File: src/rtl/algorithm_update_scheduler_pkg.sv
// Shared types for the algorithm update scheduler: operator ID type, staged host write entry,
// and the scheduler FSM encoding.
package algorithm_update_scheduler_pkg;

   localparam int NUM_VOICE_OPERATORS = 192;
   localparam int OP_ID_W             = $clog2(NUM_VOICE_OPERATORS);

   typedef logic [OP_ID_W-1:0] VoiceOperatorID_t;

   localparam VoiceOperatorID_t OP_ID_LAST = VoiceOperatorID_t'(NUM_VOICE_OPERATORS - 1);

   typedef struct packed {
      VoiceOperatorID_t   addr;
      logic signed [15:0] data;
   } HostAlgWrite_t;

   typedef enum logic {
      ST_RUN   = 1'b0,
      ST_DRAIN = 1'b1
   } sched_state_t;

   // True when the ID names a real operator slot (the ID type can encode more than exist).
   function automatic logic op_id_in_range(input VoiceOperatorID_t id);
      return id <= OP_ID_LAST;
   endfunction

endpackage

File: src/rtl/algorithm_update_scheduler_sync_fifo.sv
// Synchronous FIFO with show-ahead head and registered full/empty/count.
// DEPTH must be a power of two so the pointers wrap for free.
module sync_fifo #(
   parameter int WIDTH = 8,
   parameter int DEPTH = 8
) (
   input  logic                  i_Clock,
   input  logic                  i_Reset,
   input  logic                  i_Push,
   input  logic [WIDTH-1:0]      i_PushData,
   input  logic                  i_Pop,
   output logic [WIDTH-1:0]      o_Head,
   output logic                  o_Full,
   output logic                  o_Empty,
   output logic [$clog2(DEPTH):0] o_Count
);

   localparam int AW = $clog2(DEPTH);

   logic [WIDTH-1:0] mem_q [DEPTH];
   logic [AW-1:0]    wr_ptr_q, wr_ptr_d;
   logic [AW-1:0]    rd_ptr_q, rd_ptr_d;
   logic [AW:0]      count_q, count_d;
   logic             full_q, full_d;
   logic             empty_q, empty_d;
   logic             do_push, do_pop;

   // Next pointers and occupancy; push when full and pop when empty are ignored.
   always_comb begin
      do_push  = i_Push && !full_q;
      do_pop   = i_Pop && !empty_q;
      wr_ptr_d = wr_ptr_q + AW'(do_push);
      rd_ptr_d = rd_ptr_q + AW'(do_pop);
      count_d  = count_q + (AW+1)'(do_push) - (AW+1)'(do_pop);
      full_d   = (count_d == (AW+1)'(DEPTH));
      empty_d  = (count_d == '0);
   end

   // Control state register.
   always_ff @(posedge i_Clock) begin
      if (i_Reset) begin
         wr_ptr_q <= '0;
         rd_ptr_q <= '0;
         count_q  <= '0;
         full_q   <= 1'b0;
         empty_q  <= 1'b1;
      end else begin
         wr_ptr_q <= wr_ptr_d;
         rd_ptr_q <= rd_ptr_d;
         count_q  <= count_d;
         full_q   <= full_d;
         empty_q  <= empty_d;
      end
   end

   // Storage needs no reset; occupancy decides what is meaningful.
   always_ff @(posedge i_Clock) begin
      if (do_push) mem_q[wr_ptr_q] <= i_PushData;
   end

   assign o_Head  = mem_q[rd_ptr_q];
   assign o_Full  = full_q;
   assign o_Empty = empty_q;
   assign o_Count = count_q;

endmodule

File: src/rtl/algorithm_update_scheduler.sv
// Issues the per-cycle operator ID stream and applies staged host algorithm writes
// only between sample frames, stalling the ID stream for one cycle per applied entry.
module algorithm_update_scheduler
   import algorithm_update_scheduler_pkg::*;
#(
   parameter int FIFO_DEPTH = 8
) (
   input  logic               i_Clock,
   input  logic               i_Reset,
   input  logic               i_HostWriteValid,
   output logic               o_HostWriteReady,
   input  VoiceOperatorID_t   i_HostWriteAddr,
   input  logic signed [15:0] i_HostWriteData,
   input  logic               i_Commit,
   output logic               o_CommitDone,
   output logic               o_AddrError,
   output VoiceOperatorID_t   o_VoiceOperator,
   output logic               o_VoiceOperatorValid,
   output logic               o_SampleStrobe,
   output logic               o_AlgorithmWriteEnable,
   output VoiceOperatorID_t   o_AlgorithmWriteAddr,
   output logic signed [15:0] o_AlgorithmWriteData
);

   localparam int CNT_W = $clog2(FIFO_DEPTH) + 1;
   localparam int ENT_W = $bits(HostAlgWrite_t);

   sched_state_t       state_q, state_d;
   VoiceOperatorID_t   op_q, op_d;
   logic               op_valid_q, op_valid_d;
   logic               strobe_q, strobe_d;
   logic               commit_pend_q, commit_pend_d;
   logic               commit_done_q, commit_done_d;
   logic               addr_err_q, addr_err_d;
   logic               host_ready_q, host_ready_d;
   logic               wr_en_q, wr_en_d;
   VoiceOperatorID_t   wr_addr_q, wr_addr_d;
   logic signed [15:0] wr_data_q, wr_data_d;

   logic               host_push;
   logic               fifo_pop;
   logic               fifo_full;
   logic               fifo_empty;
   logic [CNT_W-1:0]   fifo_count;
   logic [CNT_W-1:0]   fifo_cnt_nxt;
   logic [ENT_W-1:0]   fifo_head_raw;
   HostAlgWrite_t      fifo_head;
   HostAlgWrite_t      push_entry;

   assign host_push  = i_HostWriteValid && host_ready_q;
   assign push_entry = '{addr: i_HostWriteAddr, data: i_HostWriteData};
   assign fifo_head  = HostAlgWrite_t'(fifo_head_raw);

   sync_fifo #(
      .WIDTH (ENT_W),
      .DEPTH (FIFO_DEPTH)
   ) u_fifo (
      .i_Clock    (i_Clock),
      .i_Reset    (i_Reset),
      .i_Push     (host_push),
      .i_PushData (push_entry),
      .i_Pop      (fifo_pop),
      .o_Head     (fifo_head_raw),
      .o_Full     (fifo_full),
      .o_Empty    (fifo_empty),
      .o_Count    (fifo_count)
   );

   // Next-state and next-output logic. Every output is computed one cycle ahead so it
   // leaves a flop; a pop happens on the edge that also loads the popped entry onto the
   // write port, so the entry appears on the port in the drain cycle it belongs to.
   always_comb begin
      state_d       = state_q;
      op_d          = op_q;
      op_valid_d    = op_valid_q;
      commit_pend_d = commit_pend_q | i_Commit;
      commit_done_d = 1'b0;
      fifo_pop      = 1'b0;
      wr_en_d       = 1'b0;
      wr_addr_d     = '0;
      wr_data_d     = '0;
      addr_err_d    = addr_err_q | (host_push && !op_id_in_range(i_HostWriteAddr));

      case (state_q)
         ST_RUN: begin
            op_valid_d = 1'b1;
            // Invalid output in RUN only happens right after reset: start the frame at 0.
            op_d = (!op_valid_q || op_q == OP_ID_LAST) ? '0 : op_q + VoiceOperatorID_t'(1);
            if (op_valid_q && op_q == OP_ID_LAST && commit_pend_d) begin
               commit_pend_d = 1'b0;
               if (!fifo_empty) begin
                  state_d    = ST_DRAIN;
                  op_valid_d = 1'b0;
                  op_d       = '0;
                  fifo_pop   = 1'b1;
               end else begin
                  commit_done_d = 1'b1;
               end
            end
         end
         ST_DRAIN: begin
            op_valid_d = 1'b0;
            op_d       = '0;
            if (!fifo_empty) begin
               fifo_pop = 1'b1;
            end else begin
               state_d       = ST_RUN;
               op_valid_d    = 1'b1;
               commit_done_d = 1'b1;
            end
         end
      endcase

      // Out-of-range entries are consumed but never strobed into algorithm memory.
      if (fifo_pop) begin
         wr_en_d   = op_id_in_range(fifo_head.addr);
         wr_addr_d = fifo_head.addr;
         wr_data_d = fifo_head.data;
      end

      strobe_d     = op_valid_d && (op_d == '0);
      fifo_cnt_nxt = fifo_count + CNT_W'(host_push) - CNT_W'(fifo_pop);
      host_ready_d = (state_d == ST_RUN) && (fifo_cnt_nxt != CNT_W'(FIFO_DEPTH));
   end

   // State and output registers.
   always_ff @(posedge i_Clock) begin
      if (i_Reset) begin
         state_q       <= ST_RUN;
         op_q          <= '0;
         op_valid_q    <= 1'b0;
         strobe_q      <= 1'b0;
         commit_pend_q <= 1'b0;
         commit_done_q <= 1'b0;
         addr_err_q    <= 1'b0;
         host_ready_q  <= 1'b0;
         wr_en_q       <= 1'b0;
         wr_addr_q     <= '0;
         wr_data_q     <= '0;
      end else begin
         state_q       <= state_d;
         op_q          <= op_d;
         op_valid_q    <= op_valid_d;
         strobe_q      <= strobe_d;
         commit_pend_q <= commit_pend_d;
         commit_done_q <= commit_done_d;
         addr_err_q    <= addr_err_d;
         host_ready_q  <= host_ready_d;
         wr_en_q       <= wr_en_d;
         wr_addr_q     <= wr_addr_d;
         wr_data_q     <= wr_data_d;
      end
   end

   assign o_HostWriteReady       = host_ready_q;
   assign o_CommitDone           = commit_done_q;
   assign o_AddrError            = addr_err_q;
   assign o_VoiceOperator        = op_q;
   assign o_VoiceOperatorValid   = op_valid_q;
   assign o_SampleStrobe         = strobe_q;
   assign o_AlgorithmWriteEnable = wr_en_q;
   assign o_AlgorithmWriteAddr   = wr_addr_q;
   assign o_AlgorithmWriteData   = wr_data_q;

endmodule
File: config.mk
export PLATFORM = sky130hd
export DESIGN_NAME = algorithm_update_scheduler
export DESIGN_NICKNAME = d
export VERILOG_FILES = /design/src/rtl/algorithm_update_scheduler_pkg.sv /design/src/rtl/algorithm_update_scheduler_sync_fifo.sv /design/src/rtl/algorithm_update_scheduler.sv
export SDC_FILE = /design/constraint.sdc
export NUM_CORES = 1
export LEC_CHECK = 0
export BUFFER_PORTS_ARGS = -buffer_cell sky130_fd_sc_hd__buf_2
export CORE_AREA = 10 10 131 133
export CTS_CLUSTER_SIZE = 25
export DETAILED_ROUTE_END_ITERATION = 16
export DIE_AREA = 0 0 141 143
export GPL_TIMING_DRIVEN = 0
export PLACE_DENSITY = 0.92
export SLEW_MARGIN = 20
export SYNTH_ARGS = -nofsm -noshare
export SYNTH_HDL_FRONTEND = slang
export SYNTH_SLANG_ARGS = --single-unit
export TNS_END_PERCENT = 5
File: constraint.sdc
create_clock -name i_Clock -period 4.3 [get_ports i_Clock]
set_input_delay 0.215 -clock i_Clock [delete_from_list [all_inputs] [get_ports i_Clock]]
set_output_delay 0.215 -clock i_Clock [all_outputs]
set_load 0.02 [all_outputs]
==> Word-level counts from Yosys, hierarchy flattened <==
Memory sizes are Yosys's and may differ from the RTL's. A register that Yosys moved wholly into a read port is not among the register bits.
Index checks and enable logic that the tools add are counted.
{ "word_totals": {"in_bits": 28, "register_bits": 52, "word_cells": 66, "output_inout_bits": 38, "ram_bits": 192, "n_memories": 1} }
{ "memory_table": {"columns": ["name", "depth", "width", "read_ports", "rd_clocked_by_memory_dff", "write_ports", "line", "rtl"], "rows": [
  ["u_fifo.mem_q", 8, 24, 1, 1, 1, "algorithm_update_scheduler_sync_fifo.sv:20", "logic [WIDTH-1:0] mem_q [DEPTH];"]
]} }
{ "op_classes": {"order_cmp": 2, "addsub": 7, "eq_ne": 3, "n_bitwise": 4, "n_mux": 17, "reduce_logical": 16} }
{ "ops": {"columns": ["op", "n"], "rows": [
  ["2-to-1 mux 8 bit", 3],
  ["<= comparator 8 bit (second input constant)", 2],
  ["case mux 8 bit (2 select lines)", 1],
  ["2-to-1 mux 1 bit", 9],
  ["adder 4 x 1 -> 4 bit", 2],
  ["adder 8 x 1 -> 8 bit (second input constant)", 1],
  ["== test 8 bit (second input constant)", 1],
  ["logical AND 1 bit", 8],
  ["logical NOT 8 bit", 1],
  ["subtractor 4 x 1 -> 4 bit", 2],
  ["adder 3 x 1 -> 3 bit", 2],
  ["case mux 1 bit (2 select lines)", 3],
  ["== test 4 bit (second input constant)", 1],
  ["logical NOT 1 bit", 4],
  ["logical NOT 4 bit", 1],
  ["!= test 4 bit (second input constant)", 1],
  ["2-to-1 mux 3 bit", 1],
  ["inverter 1 bit", 2],
  ["OR 1 bit", 2],
  ["OR reduction 2 bit", 1],
  ["logical OR 1 bit", 1]
]} }

==> Logic depth before layout (Yosys ltp) <==
{ "logic_depth": {"depth_word": 8, "ltp_mapped": 13, "depth_no_buf": 12} }

==> By module <==
A second synthesis with hierarchy kept.
{ "hier_totals": {"hier_cells": 489, "hier_area_um2": 9550.4} }
{ "modules_own_cells": {"columns": ["mod", "cells_each", "area_per_inst_um2", "seq_area_each_um2", "instances"], "rows": [
  ["sync_fifo", 345, 7997.7, 6005.8, 1],
  ["algorithm_update_scheduler", 144, 1552.7, 800.8, 1]
]} }

==> Least setup slack after synthesis <==
No wires, ideal clock.
{ "synth_path": {"path_type": "register to register", "start": "reg host_ready_q, in the netlist o_HostWriteReady", "end": "mem u_fifo.mem_q[0][0] (netlist bit), enable pin", "slack_ns": 1.291, "stages_incl_launch_ff": 4, "path_buffers": 0, "required_time_ns": 3.865, "setup_ns": 0.435, "synth_period_minus_slack_ns": 3.009, "t_arrival_ns": 2.574, "cell_sequence": "dfxtp_1 nand2_1 or3_1 nor3_1"} }
{ "synth_between": {"elab_chain_len": 4} }
{ "synth_lines": {"columns": ["item", "line", "rtl"], "rows": [
  ["start, declared", "algorithm_update_scheduler.sv:35", "logic host_ready_q, host_ready_d;"],
  ["start signal, assigned", "algorithm_update_scheduler.sv:148", "host_ready_q <= host_ready_d;"],
  ["logical AND 1 bit", "algorithm_update_scheduler.sv:50", "assign host_push = i_HostWriteValid && host_ready_q;"],
  ["logical AND 1 bit", "algorithm_update_scheduler_sync_fifo.sv:30", "do_push = i_Push && !full_q;"],
  ["2-to-1 mux 1 bit", "algorithm_update_scheduler_sync_fifo.sv:58", "if (do_push) mem_q[wr_ptr_q] <= i_PushData;"],
  ["2-to-1 mux 1 bit (implied by the code)", "algorithm_update_scheduler_sync_fifo.sv:58", null],
  ["end, declared", "algorithm_update_scheduler_sync_fifo.sv:20", null]
]} }
No other way between the ends.

==> Worst setup path after layout <==
{ "layout_path": {"start": "reg op_q[0], in the netlist o_VoiceOperator[0]", "end": "reg host_ready_q, in the netlist o_HostWriteReady"} }
{ "layout_between": {"elab_chain_len": 8, "elab_cells_between_ends": 9, "classes_between": "add/sub (1); eq/ne (2); mux (2); bitwise (1); reduce/logical (3)"} }
{ "layout_lines": {"columns": ["item", "line", "rtl"], "rows": [
  ["start, declared", "algorithm_update_scheduler.sv:29", "VoiceOperatorID_t op_q, op_d;"],
  ["start signal, assigned", "algorithm_update_scheduler.sv:142", "op_q <= op_d;"],
  ["== test 8 bit *", "algorithm_update_scheduler.sv:89", "if (op_valid_q && op_q == OP_ID_LAST && commit_pend_d) begin"],
  ["logical AND 1 bit * (2 in series)", "algorithm_update_scheduler.sv:89", null],
  ["2-to-1 mux 1 bit *", "algorithm_update_scheduler.sv:89", null],
  ["case mux 1 bit (2 select lines) *", "algorithm_update_scheduler.sv:84", "case (state_q)"],
  ["named net fifo_pop", "algorithm_update_scheduler.sv:41", "logic fifo_pop;"],
  ["subtractor 4 x 1 -> 4 bit", "algorithm_update_scheduler.sv:122", "fifo_cnt_nxt = fifo_count + CNT_W'(host_push) - CNT_W'(fifo_pop);"],
  ["!= test 4 bit", "algorithm_update_scheduler.sv:123", "host_ready_d = (state_d == ST_RUN) && (fifo_cnt_nxt != CNT_W'(FIFO_DEPTH));"],
  ["logical AND 1 bit *", "algorithm_update_scheduler.sv:123", null]
]} }
The timed path passes the listed nets; every way through them passes the cells marked *.
A chain may end at the register's enable or synchronous reset.

==> impl_metrics.csv <==
group,metric,value,unit
global_route,grt_util_all_layers,0.217,
cells_and_area,design_area,11000,um^2
global_route,grt_max_degree,19,
setup_path,path_buf_inv,3,
pwr,p_seq_frac,0.530,
synth,avgSynthCellArea,18.6,um^2
drt,met3_wirelength,1960,um
cells_and_area,finalNonFillerCells,822,
synth,seq_area_frac_synth,0.740,
clocking,clk_latency,0.53,ns
timing,max_freq,308,MHz
synth,yosys_warnings,0,
synth,yosys-top-cells-count,"edfxtp_1, dfxtp_1, mux4_2",
job,maxCapViolCount,0,
synth,netlist.area_leader.share,0.627,
pwr,p_int,3.93,mW
pwr,p_per_area,467,nW/um^2
cells_and_area,diodes,0,
cells_and_area,drive_gt1_frac,0.285,
drt,remaining_drc_errors,0,
drt,wl_met1,7820,um
timing,fin_crit,3.24,ns
synth,yosys_most_used_dff,"edfxtp_1",
setup_path,cp.required,4.68,ns
pwr,peakVddDrop,346,uV
clocking,cts.reportedPaths.clkPinSlew,0.07,ns
drt,dr_wl_met2,11400,um
placed_design,gp_congestion,0.820,
global_route,grt_pass1_vias,5421,
clocking,cts_sinks,244,
die,rows,44,
global_route,gr-total-overflow,0,
drt,topRoutingLayerUsed,"met4",
clocking,clk_path_buf_depth,3,
placed_design,port_buffers,64,
clocking,cts-root-buf,"clkbuf_16",
setup_path,cpPeakStageDelay,0.51,ns
drt,vias,5243,
die,initial_core_util,0.637,
setup_path,crit_fanout,8,
clocking,cts_setup_buffers,0,
synth,synthCells,494,
timing,timing.final.crit_share,0.754,
clocking,tritoncts,"yes",
timing,rsz0062_at_grt,"no",
setup_path,arrival,3.63,ns
pwr,switching_share,0.233,
timing,setup_viol,0,
drt,ant_nets,0,
clocking,cts_buffers,24,
synth,yosysTopAreaCell,"edfxtp_1",
placed_design,dpl_cell_area,10000,um^2
setup_path,cp_top_family,"adder cells",
timing,slew_headroom,0.426,
synth,syn_nets,534,
drt,drt_iter0_drc,589,
placed_design,post-place-cells,754,
synth,yosysMostFrequentCell,"edfxtp_1",
placed_design,hpwlAfterDp,12700,um
timing,tightest_slew,0.861,ns
die,die_h,143,um
synth,ys_top_cells_by_area,"edfxtp_1, mux4_2, dfxtp_1",
setup_path,cpMostUsedCell,"ha_1",
timing,slew_violations,0,
cells_and_area,fin_nets,660,
die,die_x,141,um
status,status,"finished clean",
synth,syn_area,9190,um^2
timing,hold_viol,0,
synth,synth_edf_count,192,
setup_path,cp-start-kind,"flop",
setup_path,cp_cell_sequence,"ha_1 > buf_2 > nand3b_1 > o31a_1 > nor2_1 > ha_1 > inv_1 > ha_1 > inv_1 > fa_1 > xnor2_1 > nor3b_1 > a21oi_1",
clocking,cts.htree.levels,1,
timing,tns,0,ns
die,dieArea,20200,um^2
setup_path,end_kind,"flop",
worst_hold_path,hold_path.class,"in -> reg",
cells_and_area,filler_cell_count,702,
pwr,cellLeakagePower,3.79,nW
drt,dr.pass1.iters,6,
synth,synth.distinct_cells,42,
drt,viasPerCell,6.38,
synth,synthArstFlopShare,0,
setup_path,cpMaxStageDelayCell,"dfxtp_1",
global_route,grt_pass1_wl,33300,um
pwr,p_switching,1.20,mW
die,ios,66,
global_route,antenna_found_initial,0,
pwr,p_comb_frac,0.087,
die,core_area,14400,um^2
cells_and_area,syn_to_final_growth,19.5,%
pwr,clkPwrFrac,0.384,
timing,finClkSkew,0.0195,ns
drt,wl,22000,um
setup_path,path_class,"reg -> reg",
drt,wire_per_inst,26.7,um
synth,ys_ff_latch,244,
## cell type report
| cell class | count | area [um^2] | area share |
|---|---|---|---|
| Sequential cell | 244 | 6810 | 0.620 |
| Multi-Input combinational cell | 209 | 2240 | 0.204 |
| Timing Repair Buffer | 100 | 778 | 0.0708 |
| Clock buffer | 32 | 661 | 0.0601 |
| Tap cell | 184 | 230 | 0.0210 |
| Buffer | 25 | 138 | 0.0125 |
| Clock inverter | 12 | 68.8 | 0.00626 |
| Inverter | 16 | 60.1 | 0.00547 |
## worst reg2reg max path: cells and delay by family, from the launching register on
family | cells | cell delay [ns]
AO/OA/AOI/OAI | 2 | 0.48
XOR/XNOR | 1 | 0.15
adder cells (fa/ha/maj) | 4 | 1.03
buffers and inverters | 3 | 0.35
flip-flops | 1 | 0.51
AND/OR/NAND/NOR | 3 | 0.60
## kinds of logic (layout without fill, tap and decap cells)
family / after synthesis / in the layout / synth area share
AOI/OAI and AO/OA: 22 / 22 / 0.0162
xor gates and xnor gates: 14 / 14 / 0.0133
adders and majority gates: 12 / 12 / 0.0180
buffers and inverters: 41 / 185 / 0.0215
DFF: 244 / 244 / 0.740
muxes: 72 / 72 / 0.144
and+or+nand+nor: 89 / 89 / 0.0467
## metrics by stage
| stage | utilization | setup slack [ns] | hold slack [ns] | power [mW] |
|---|---|---|---|---|
| floorplan | - | 1.29 | 0.314 | 3.00 |
| global placement | 0.676 | 0.0807 | 0.448 | 3.09 |
| detailed placement | 0.694 | 1.25 | 0.459 | 3.17 |
| CTS | 0.762 | 1.10 | 0.00319 | 5.13 |
| global route | 0.762 | 0.856 | 0.0612 | 5.26 |
| finish | 0.762 | 1.06 | 0.0610 | 5.13 |
## power by group through the flow
stage | Clock, mW | Sequential (mW) | Combinational [mW]
final | 1.97 | 2.72 | 0.445
after global routing | 2.06 | 2.72 | 0.481
after global placement | 0 | 2.76 | 0.336
after floorplan | 0 | 2.76 | 0.239
after CTS | 1.97 | 2.72 | 0.442
after detailed placement | 0 | 2.76 | 0.404
## worst paths after layout
kind	slack (ns)	cells past startpoint	endpoint	startpoint
worst max-delay path	1.06	13	o_HostWriteReady	o_VoiceOperator[0]
worst min-delay path	0.06	3	commit_pend_q	i_Commit
worst max register to register	1.06	13	o_HostWriteReady	o_VoiceOperator[0]
worst min register to register	0.48	2	o_AddrError	o_AddrError
## timing repair
action	in CTS	in global routing
hold buffers	24	0
hold endpoints to repair	184	0
setup endpoints to repair	0	0
gates resized for setup	0	0
## cells in the final DEF, fill, tap and decap left out, types with 8 or more instances in the layout
| cell type | n |
|---|---|
| edfxtp_1 | 192 |
| buf_2 | 72 |
| dfxtp_1 | 52 |
| mux4_2 | 48 |
| nor2_1 | 41 |
| clkbuf_16 | 24 |
| dlygate4sd3_1 | 24 |
| mux2i_1 | 22 |
| inv_1 | 16 |
| clkbuf_1 | 12 |
| ha_1 | 10 |
| buf_4 | 9 |
| xnor2_1 | 8 |
## metal layers
layer | global-route usage | vias to the layer above
met4 | 0.0957 | 0
met2 | 0.374 | 355
met5 | 0 | -
li1 | - | 2174
met3 | 0.0481 | 67
met1 | 0.259 | 2647
## state kept, by name, summed over array words and instances, names as in the netlist
signal / cells
u_fifo.o_Count: 4
o_AlgorithmWriteEnable: 1
o_CommitDone: 1
o_VoiceOperator: 8
o_VoiceOperatorValid: 1
u_fifo.rd_ptr_q: 3
u_fifo.o_Empty: 1
o_AlgorithmWriteAddr: 8
commit_pend_q: 1
u_fifo.mem_q: 192
u_fifo.wr_ptr_q: 3
o_AddrError: 1
u_fifo.o_Full: 1
state_q: 1
o_SampleStrobe: 1
o_HostWriteReady: 1
o_AlgorithmWriteData: 16
(Power assumes the default switching activity.)
